File: src/rtl/force_release_pkg.sv
// force_release_pkg
//   Shared types and helpers for the force/release override bank.
//   - frc_state_t : per-channel override state (IDLE / HOLD / TIMED)
//   - idx_w()     : width of a channel index bus, never less than 1 bit
package force_release_pkg;

   typedef enum logic [1:0] {
      IDLE  = 2'd0,
      HOLD  = 2'd1,
      TIMED = 2'd2
   } frc_state_t;

   function automatic int idx_w(input int n);
      return (n <= 2) ? 1 : $clog2(n);
   endfunction

endpackage

File: src/rtl/force_release_chan.sv
// force_release_chan
//   One override channel: underlying storage register, override value,
//   force state machine and auto-release timer.
//   Ports:
//     clk, rst_n      clock, asynchronous active-low reset
//     wr, wr_data     normal write (already decoded for this channel)
//     frc, frc_val    force request and value (decoded)
//     frc_cycles      0 = indefinite force, N = force for exactly N cycles
//     rel             release request (decoded)
//     dout            effective value (override value while forced)
//     forced          1 while the override is active
//     rel_pulse       one-cycle pulse in the cycle after any release
//     frc_count       saturating force counter (only with FORCE_STATS_EN)
//   VAR_STYLE=0: net-style (storage keeps tracking writes; release reverts).
//   VAR_STYLE=1: variable-style (writes dropped while forced; release
//                copies the override value into storage).
//
//   state | meaning
//   IDLE  | not forced, dout follows storage
//   HOLD  | forced until an explicit release
//   TIMED | forced, timer counts down to an automatic release
module force_release_chan
   import force_release_pkg::*;
#(
   parameter int               WIDTH     = 5,
   parameter int               CNT_W     = 8,
   parameter bit               VAR_STYLE = 1'b0,
   parameter logic [WIDTH-1:0] RST_VAL   = '0
) (
   input  logic             clk,
   input  logic             rst_n,
   input  logic             wr,
   input  logic [WIDTH-1:0] wr_data,
   input  logic             frc,
   input  logic [WIDTH-1:0] frc_val,
   input  logic [CNT_W-1:0] frc_cycles,
   input  logic             rel,
   output logic [WIDTH-1:0] dout,
   output logic             forced,
   output logic             rel_pulse
`ifdef FORCE_STATS_EN
   ,
   output logic [7:0]       frc_count
`endif
);

   frc_state_t       state, state_nxt;
   logic [CNT_W-1:0] timer, timer_nxt;
   logic [WIDTH-1:0] storage, ovr_val;
   logic [WIDTH-1:0] store_d;
   logic             store_we;
   logic             leave;

   // A new force always wins over a release or a timer expiry in the same cycle.
   always_comb begin
      state_nxt = state;
      timer_nxt = timer;
      leave     = 1'b0;
      if (frc) begin
         state_nxt = (frc_cycles == '0) ? HOLD : TIMED;
         timer_nxt = frc_cycles;
      end else begin
         case (state)
            HOLD: begin
               if (rel) leave = 1'b1;
            end
            TIMED: begin
               if (rel || timer == CNT_W'(1)) leave = 1'b1;
               else                           timer_nxt = timer - 1'b1;
            end
            default: ;
         endcase
         if (leave) begin
            state_nxt = IDLE;
            timer_nxt = '0;
         end
      end
   end

   // Variable-style: a write landing on the release edge beats the copy-back.
   always_comb begin
      store_we = 1'b0;
      store_d  = wr_data;
      if (!VAR_STYLE) begin
         store_we = wr;
      end else if (leave) begin
         store_we = 1'b1;
         store_d  = wr ? wr_data : ovr_val;
      end else if (!frc && state == IDLE) begin
         store_we = wr;
      end
   end

   always_ff @(posedge clk or negedge rst_n) begin
      if (!rst_n) begin
         state     <= IDLE;
         timer     <= '0;
         storage   <= RST_VAL;
         ovr_val   <= '0;
         rel_pulse <= 1'b0;
      end else begin
         state     <= state_nxt;
         timer     <= timer_nxt;
         rel_pulse <= leave;
         if (store_we) storage <= store_d;
         if (frc)      ovr_val <= frc_val;
      end
   end

`ifdef FORCE_STATS_EN
   always_ff @(posedge clk or negedge rst_n) begin
      if (!rst_n)                          frc_count <= 8'd0;
      else if (frc && frc_count != 8'hFF)  frc_count <= frc_count + 8'd1;
   end
`endif

   assign forced = (state != IDLE);
   assign dout   = forced ? ovr_val : storage;

endmodule

File: src/rtl/force_release_bank.sv
// force_release_bank
//   Bank of CHANNELS override registers sitting between register writers
//   and downstream consumers. Each channel can be forced (indefinitely or
//   for a number of cycles) and released; release behaviour per channel is
//   net-style or variable-style according to VAR_MASK.
//   Ports:
//     clk, rst_n                       clock, asynchronous active-low reset
//     wr_en, wr_ch, wr_data            normal register write
//     frc_en, frc_ch, frc_val,
//     frc_cycles                       force request (0 cycles = indefinite)
//     rel_en, rel_ch                   release request
//     dout                             effective values, ch c at [c*WIDTH +: WIDTH]
//     forced                           per-channel forced flags
//     rel_pulse                        per-channel release pulses
//     frc_count                        per-channel saturating force counts,
//                                      present only with FORCE_STATS_EN
//   Channel indices >= CHANNELS match no channel and are ignored.
module force_release_bank
   import force_release_pkg::*;
#(
   parameter int                  WIDTH    = 5,
   parameter int                  CHANNELS = 4,
   parameter int                  CNT_W    = 8,
   parameter logic [CHANNELS-1:0] VAR_MASK = '0,
   parameter logic [WIDTH-1:0]    RST_VAL  = '0
) (
   input  logic                           clk,
   input  logic                           rst_n,
   input  logic                           wr_en,
   input  logic [idx_w(CHANNELS)-1:0]     wr_ch,
   input  logic [WIDTH-1:0]               wr_data,
   input  logic                           frc_en,
   input  logic [idx_w(CHANNELS)-1:0]     frc_ch,
   input  logic [WIDTH-1:0]               frc_val,
   input  logic [CNT_W-1:0]               frc_cycles,
   input  logic                           rel_en,
   input  logic [idx_w(CHANNELS)-1:0]     rel_ch,
   output logic [CHANNELS*WIDTH-1:0]      dout,
   output logic [CHANNELS-1:0]            forced,
   output logic [CHANNELS-1:0]            rel_pulse
`ifdef FORCE_STATS_EN
   ,
   output logic [CHANNELS*8-1:0]          frc_count
`endif
);

   localparam int IW = idx_w(CHANNELS);

   for (genvar c = 0; c < CHANNELS; c++) begin : g_ch
      logic wr_hit, frc_hit, rel_hit;

      assign wr_hit  = wr_en  && (wr_ch  == IW'(c));
      assign frc_hit = frc_en && (frc_ch == IW'(c));
      assign rel_hit = rel_en && (rel_ch == IW'(c));

      force_release_chan #(
         .WIDTH     (WIDTH),
         .CNT_W     (CNT_W),
         .VAR_STYLE (VAR_MASK[c]),
         .RST_VAL   (RST_VAL)
      ) u_chan (
         .clk        (clk),
         .rst_n      (rst_n),
         .wr         (wr_hit),
         .wr_data    (wr_data),
         .frc        (frc_hit),
         .frc_val    (frc_val),
         .frc_cycles (frc_cycles),
         .rel        (rel_hit),
         .dout       (dout[c*WIDTH +: WIDTH]),
         .forced     (forced[c]),
         .rel_pulse  (rel_pulse[c])
`ifdef FORCE_STATS_EN
         ,
         .frc_count  (frc_count[c*8 +: 8])
`endif
      );
   end

endmodule

File: config.mk
export PLATFORM = sky130hd
export DESIGN_NAME = force_release_bank
export DESIGN_NICKNAME = d
export VERILOG_FILES = /design/src/rtl/force_release_pkg.sv /design/src/rtl/force_release_chan.sv /design/src/rtl/force_release_bank.sv
export SDC_FILE = /design/constraint.sdc
export NUM_CORES = 1
export LEC_CHECK = 0
export BUFFER_PORTS_ARGS = -buffer_cell sky130_fd_sc_hd__buf_2
export CAP_MARGIN = 20
export CORE_ASPECT_RATIO = 0.7
export CORE_UTILIZATION = 40
export CTS_BUF_LIST = sky130_fd_sc_hd__clkbuf_8 sky130_fd_sc_hd__clkbuf_16
export CTS_CLUSTER_DIAMETER = 80
export DETAILED_ROUTE_END_ITERATION = 8
export HOLD_SLACK_MARGIN = 0.15
export SETUP_SLACK_MARGIN = 0.4
export SKIP_LAST_GASP = 1
export SLEW_MARGIN = 10
export SYNTH_ARGS = -nofsm -noshare
export SYNTH_HDL_FRONTEND = slang
export SYNTH_HIERARCHICAL = 1
export SYNTH_SLANG_ARGS = --single-unit
File: constraint.sdc
create_clock -name clk -period 2.8 [get_ports clk]
set_clock_uncertainty 0.15 [all_clocks]
set_input_delay 0.14 -clock clk [delete_from_list [all_inputs] [get_ports clk]]
set_output_delay 0.14 -clock clk [all_outputs]
set_load 0.02 [all_outputs]
==> flow_summary_export.csv <==
group,metric,value,unit
routing,routed_wl,12500,µm
cts,clk_pin_slew,60,ps
placement,port_buffers,56,
placement,hpwl,8680,µm
worst_setup_path,cp.required,2870,ps
worst_setup_path,rr_endpoint,"g_ch[0].u_chan/timer[4]",
logic_synthesis,synth_async_sr_flop_share,100,%
die,io_pins,57,
worst_setup_path,worstSetupPathDepth,6,
worst_setup_path,cp_num_buf_inv,1,
run_status,outcome,"finished, final reports clean",
routing,drc,0,
worst_setup_path,crit_end,"g_ch[0].u_chan/timer[4]",
sta,setup_ws,472,ps
die,die_height,96.6,µm
sta,rsz0062_at_grt,"true",
worst_setup_path,crit_arrival,2400,ps
logic_synthesis,ys.flop_type,"dfrtp_1",
pwr,p_sw,2.28,mW
global_route,grt_pass1_wl,19600,µm
die,die-area,13200,µm²
sta,setup_tns,0,ps
routing,via_per_inst,5.59,
placement,gp_congestion,0.888,
worst_setup_path,cp-end-kind,"flip-flop",
layout,diodes,0,
global_route,gr-total-overflow,0,
sta,setup_viol,0,
sta,hold_viol,0,
cts,cts_buffers,9,
sta,worst-slew-pin-transition,832,ps
logic_synthesis,ys_seq_area_share,41.1,%
placement,pre_cts_ws,429,ps
logic_synthesis,yosys-top-cells-area,"dfrtp_1 (41%), mux2_2 (13%), ha_1 (4.9%)",
worst_setup_path,cp_max_fo,5,
layout,finish.net_count,606,
worst_setup_path,rr_worst_depth,6,
pwr,p_comb_share,44.0,%
cts,insertion_delay,350,ps
pwr,peakVddDrop,0.346,mV
worst_setup_path,critPathKind,"flip-flop to flip-flop",
sta,fin_crit,2330,ps
pwr,powerDensity,960,nW/µm²
logic_synthesis,yosysTopAreaCellShare,41.1,%
global_route,antenna_found_initial,0,
placement,placed_area,5530,µm²
worst_hold_path,holdCritPathClass,"input pin to asynchronous set/reset pin",
sta,max-slew-margin-rel,44.5,%
pwr,p_total,5.88,mW
logic_synthesis,syn_nets,525,
routing,vias,4045,
cts,cts-root-buf,"clkbuf_16",
worst_setup_path,crit_chain,"inv_1 -> ha_1 -> or3b_2 -> o21a_1 -> or2_0 -> a311o_1",
sta,drv_slew,0,
worst_setup_path,cp_slowest_cell,"or3b_2",
worst_setup_path,ff2ff_setup_slack,470,ps
layout,fin_util,49.3,%
logic_synthesis,netlist_instances,476,
pwr,power_leakage,2.59,nW
pwr,swShare,38.8,%
routing,drt_pre_antenna_iters,4,
routing,drtIter0Drc,288,
worst_setup_path,startpoint,"g_ch[0].u_chan/timer[1]",
die,start_util,41.1,%
sta,finalCritPeriodShare,83.1,%
die,die_x,137,µm
pwr,p_seq_share,33.8,%
run,cap_violations,0,
cts,tritoncts,"done",
global_route,grt_max_degree,46,
worst_setup_path,cp_top_family,"simple AND/OR/NAND/NOR gates",
global_route,track_usage,19.7,%
pwr,pwr-share-clk,22.2,%
sta,fmax,430,MHz
worst_setup_path,cp-start-kind,"flip-flop",
layout,stdcell_area,6130,µm²
die,rows,34,
logic_synthesis,yosysWarnings,6,
worst_setup_path,r2r_start,"g_ch[0].u_chan/timer[1]",
routing,wl_per_cell,17.2,µm
worst_setup_path,slowest_delay,530,ps
logic_synthesis,ys_top_cells_by_count,"dfrtp_1 (84), mux2_2 (61), nand2_1 (51)",
logic_synthesis,yosysMostFrequentCell,"dfrtp_1",
cts,cts.sinks,84,
logic_synthesis,synth-edff-count,0,
logic_synthesis,synth_top_cell_by_area,"dfrtp_1",
cts,h-tree-depth,3,
logic_synthesis,synth_cell_types,63,
global_route,grt_pass1_vias,3762,
logic_synthesis,syn_area,5110,µm²
logic_synthesis,synth-seq-cells,84,
die,core_area,12400,µm²
cts,cts_max_path_buffers,2,
layout,drive_gt1_share,32.2,%
routing,ant_nets,0,
pwr,p_int,3.60,mW
logic_synthesis,syn_area_per_cell,10.7,µm²
layout,syn2layout_area_growth,19.9,%
==> through the flow <==
stage                     hold slack (ps)  instances
after global placement               3.53        682
after global routing                  228        724
after CTS                             182        721
after floorplan                      -306        476
after detailed placement             7.40        682
final                                 169        724
==> state kept, by name (all words and copies together), names as in the netlist <==
| register | cells |
|---|---|
| g_ch.u_chan/ovr_val | 20 |
| g_ch.u_chan/rel_pulse | 4 |
| g_ch.u_chan/state | 8 |
| g_ch.u_chan/storage | 20 |
| g_ch.u_chan/timer | 32 |
==> cell families after synthesis <==
logic type	synth area share (%)
fa+ha+maj	4.90
flops	41.1
buf+inv	4.06
xor+xnor	0.514
mux	14.4
simple gates	17.6
compound gates	17.4
==> worst min path at each step <==
stage                   start                         to  cells after the start
finish                  rst_n    g_ch[1].u_chan/timer[5]                      2
detailed placement      rst_n    g_ch[1].u_chan/timer[5]                      1
CTS                     rst_n    g_ch[1].u_chan/timer[5]                      2
floorplan               rst_n  g_ch[0].u_chan/ovr_val[0]                      0
global route        frc_ch[0]    g_ch[0].u_chan/state[0]                      5
global placement        rst_n    g_ch[1].u_chan/timer[5]                      1
==> routing by layer <==
layer / wire [µm] / vias up / global-route usage (%) / part of all wire [%]
li1: - / 1917 / - / -
met1: 5910 / 2031 / 28.1 / 47
met2: 5720 / 85 / 30.8 / 46
met3: 699 / 12 / 3.34 / 5.6
met4: 139 / 0 / 5.59 / 1.1
met5: 0 / - / 0 / 0
==> cell usage in the layout, fill, tap and decap left out, drive strengths merged, types with 4 or more instances in the layout <==
| master | instances |
|---|---|
| or4 | 4 |
| mux2 | 64 |
| a21oi | 24 |
| a22oi | 7 |
| clkbuf | 10 |
| dlygate4sd3 | 23 |
| nor4 | 18 |
| dfrtp | 84 |
| nor2b | 5 |
| a21o | 4 |
| buf | 64 |
| nand2b | 4 |
| nor3 | 8 |
| nand3 | 20 |
| nand2 | 51 |
| and3 | 5 |
| inv | 26 |
| nor2 | 16 |
| o22ai | 7 |
| nor3b | 5 |
| o2bb2a | 12 |
| ha | 20 |
| a211oi | 6 |
| o21ai | 26 |
| and3b | 8 |
==> timing repair <==
item                                   in CTS  in global routing
buffers inserted                            0                  3
endpoints found under the hold margin     154                  0
resized for setup                           0                  3
setup endpoints to repair                   0                 20
hold buffers                               23                  0
==> final cells by class <==
cell class	instances	area, µm²
Sequential cell	84	2100
Multi-Input combinational cell	350	2820
Fill cell	1146	6290
Tap cell	162	203
Clock buffer	10	239
Clock inverter	6	88.8
Inverter	25	93.8
Timing Repair Buffer	87	586
==> worst register-to-register path, stage by stage (launching register included) <==
cell	delay [ps]
dfrtp_1	400
inv_1	100
ha_1	200
or3b_2	530
o21a_1	260
or2_0	250
a311o_1	320
==> power by group through the flow <==
stage	clock, mW	combinational [mW]	sequential (mW)
after CTS	1.34	2.55	1.98
after global placement	0	2.45	1.98
final	1.31	2.59	1.99
after detailed placement	0	2.52	1.99
after floorplan	0	2.02	1.91
after global routing	1.38	2.82	2.05
Power figures use the tool's default switching activity.
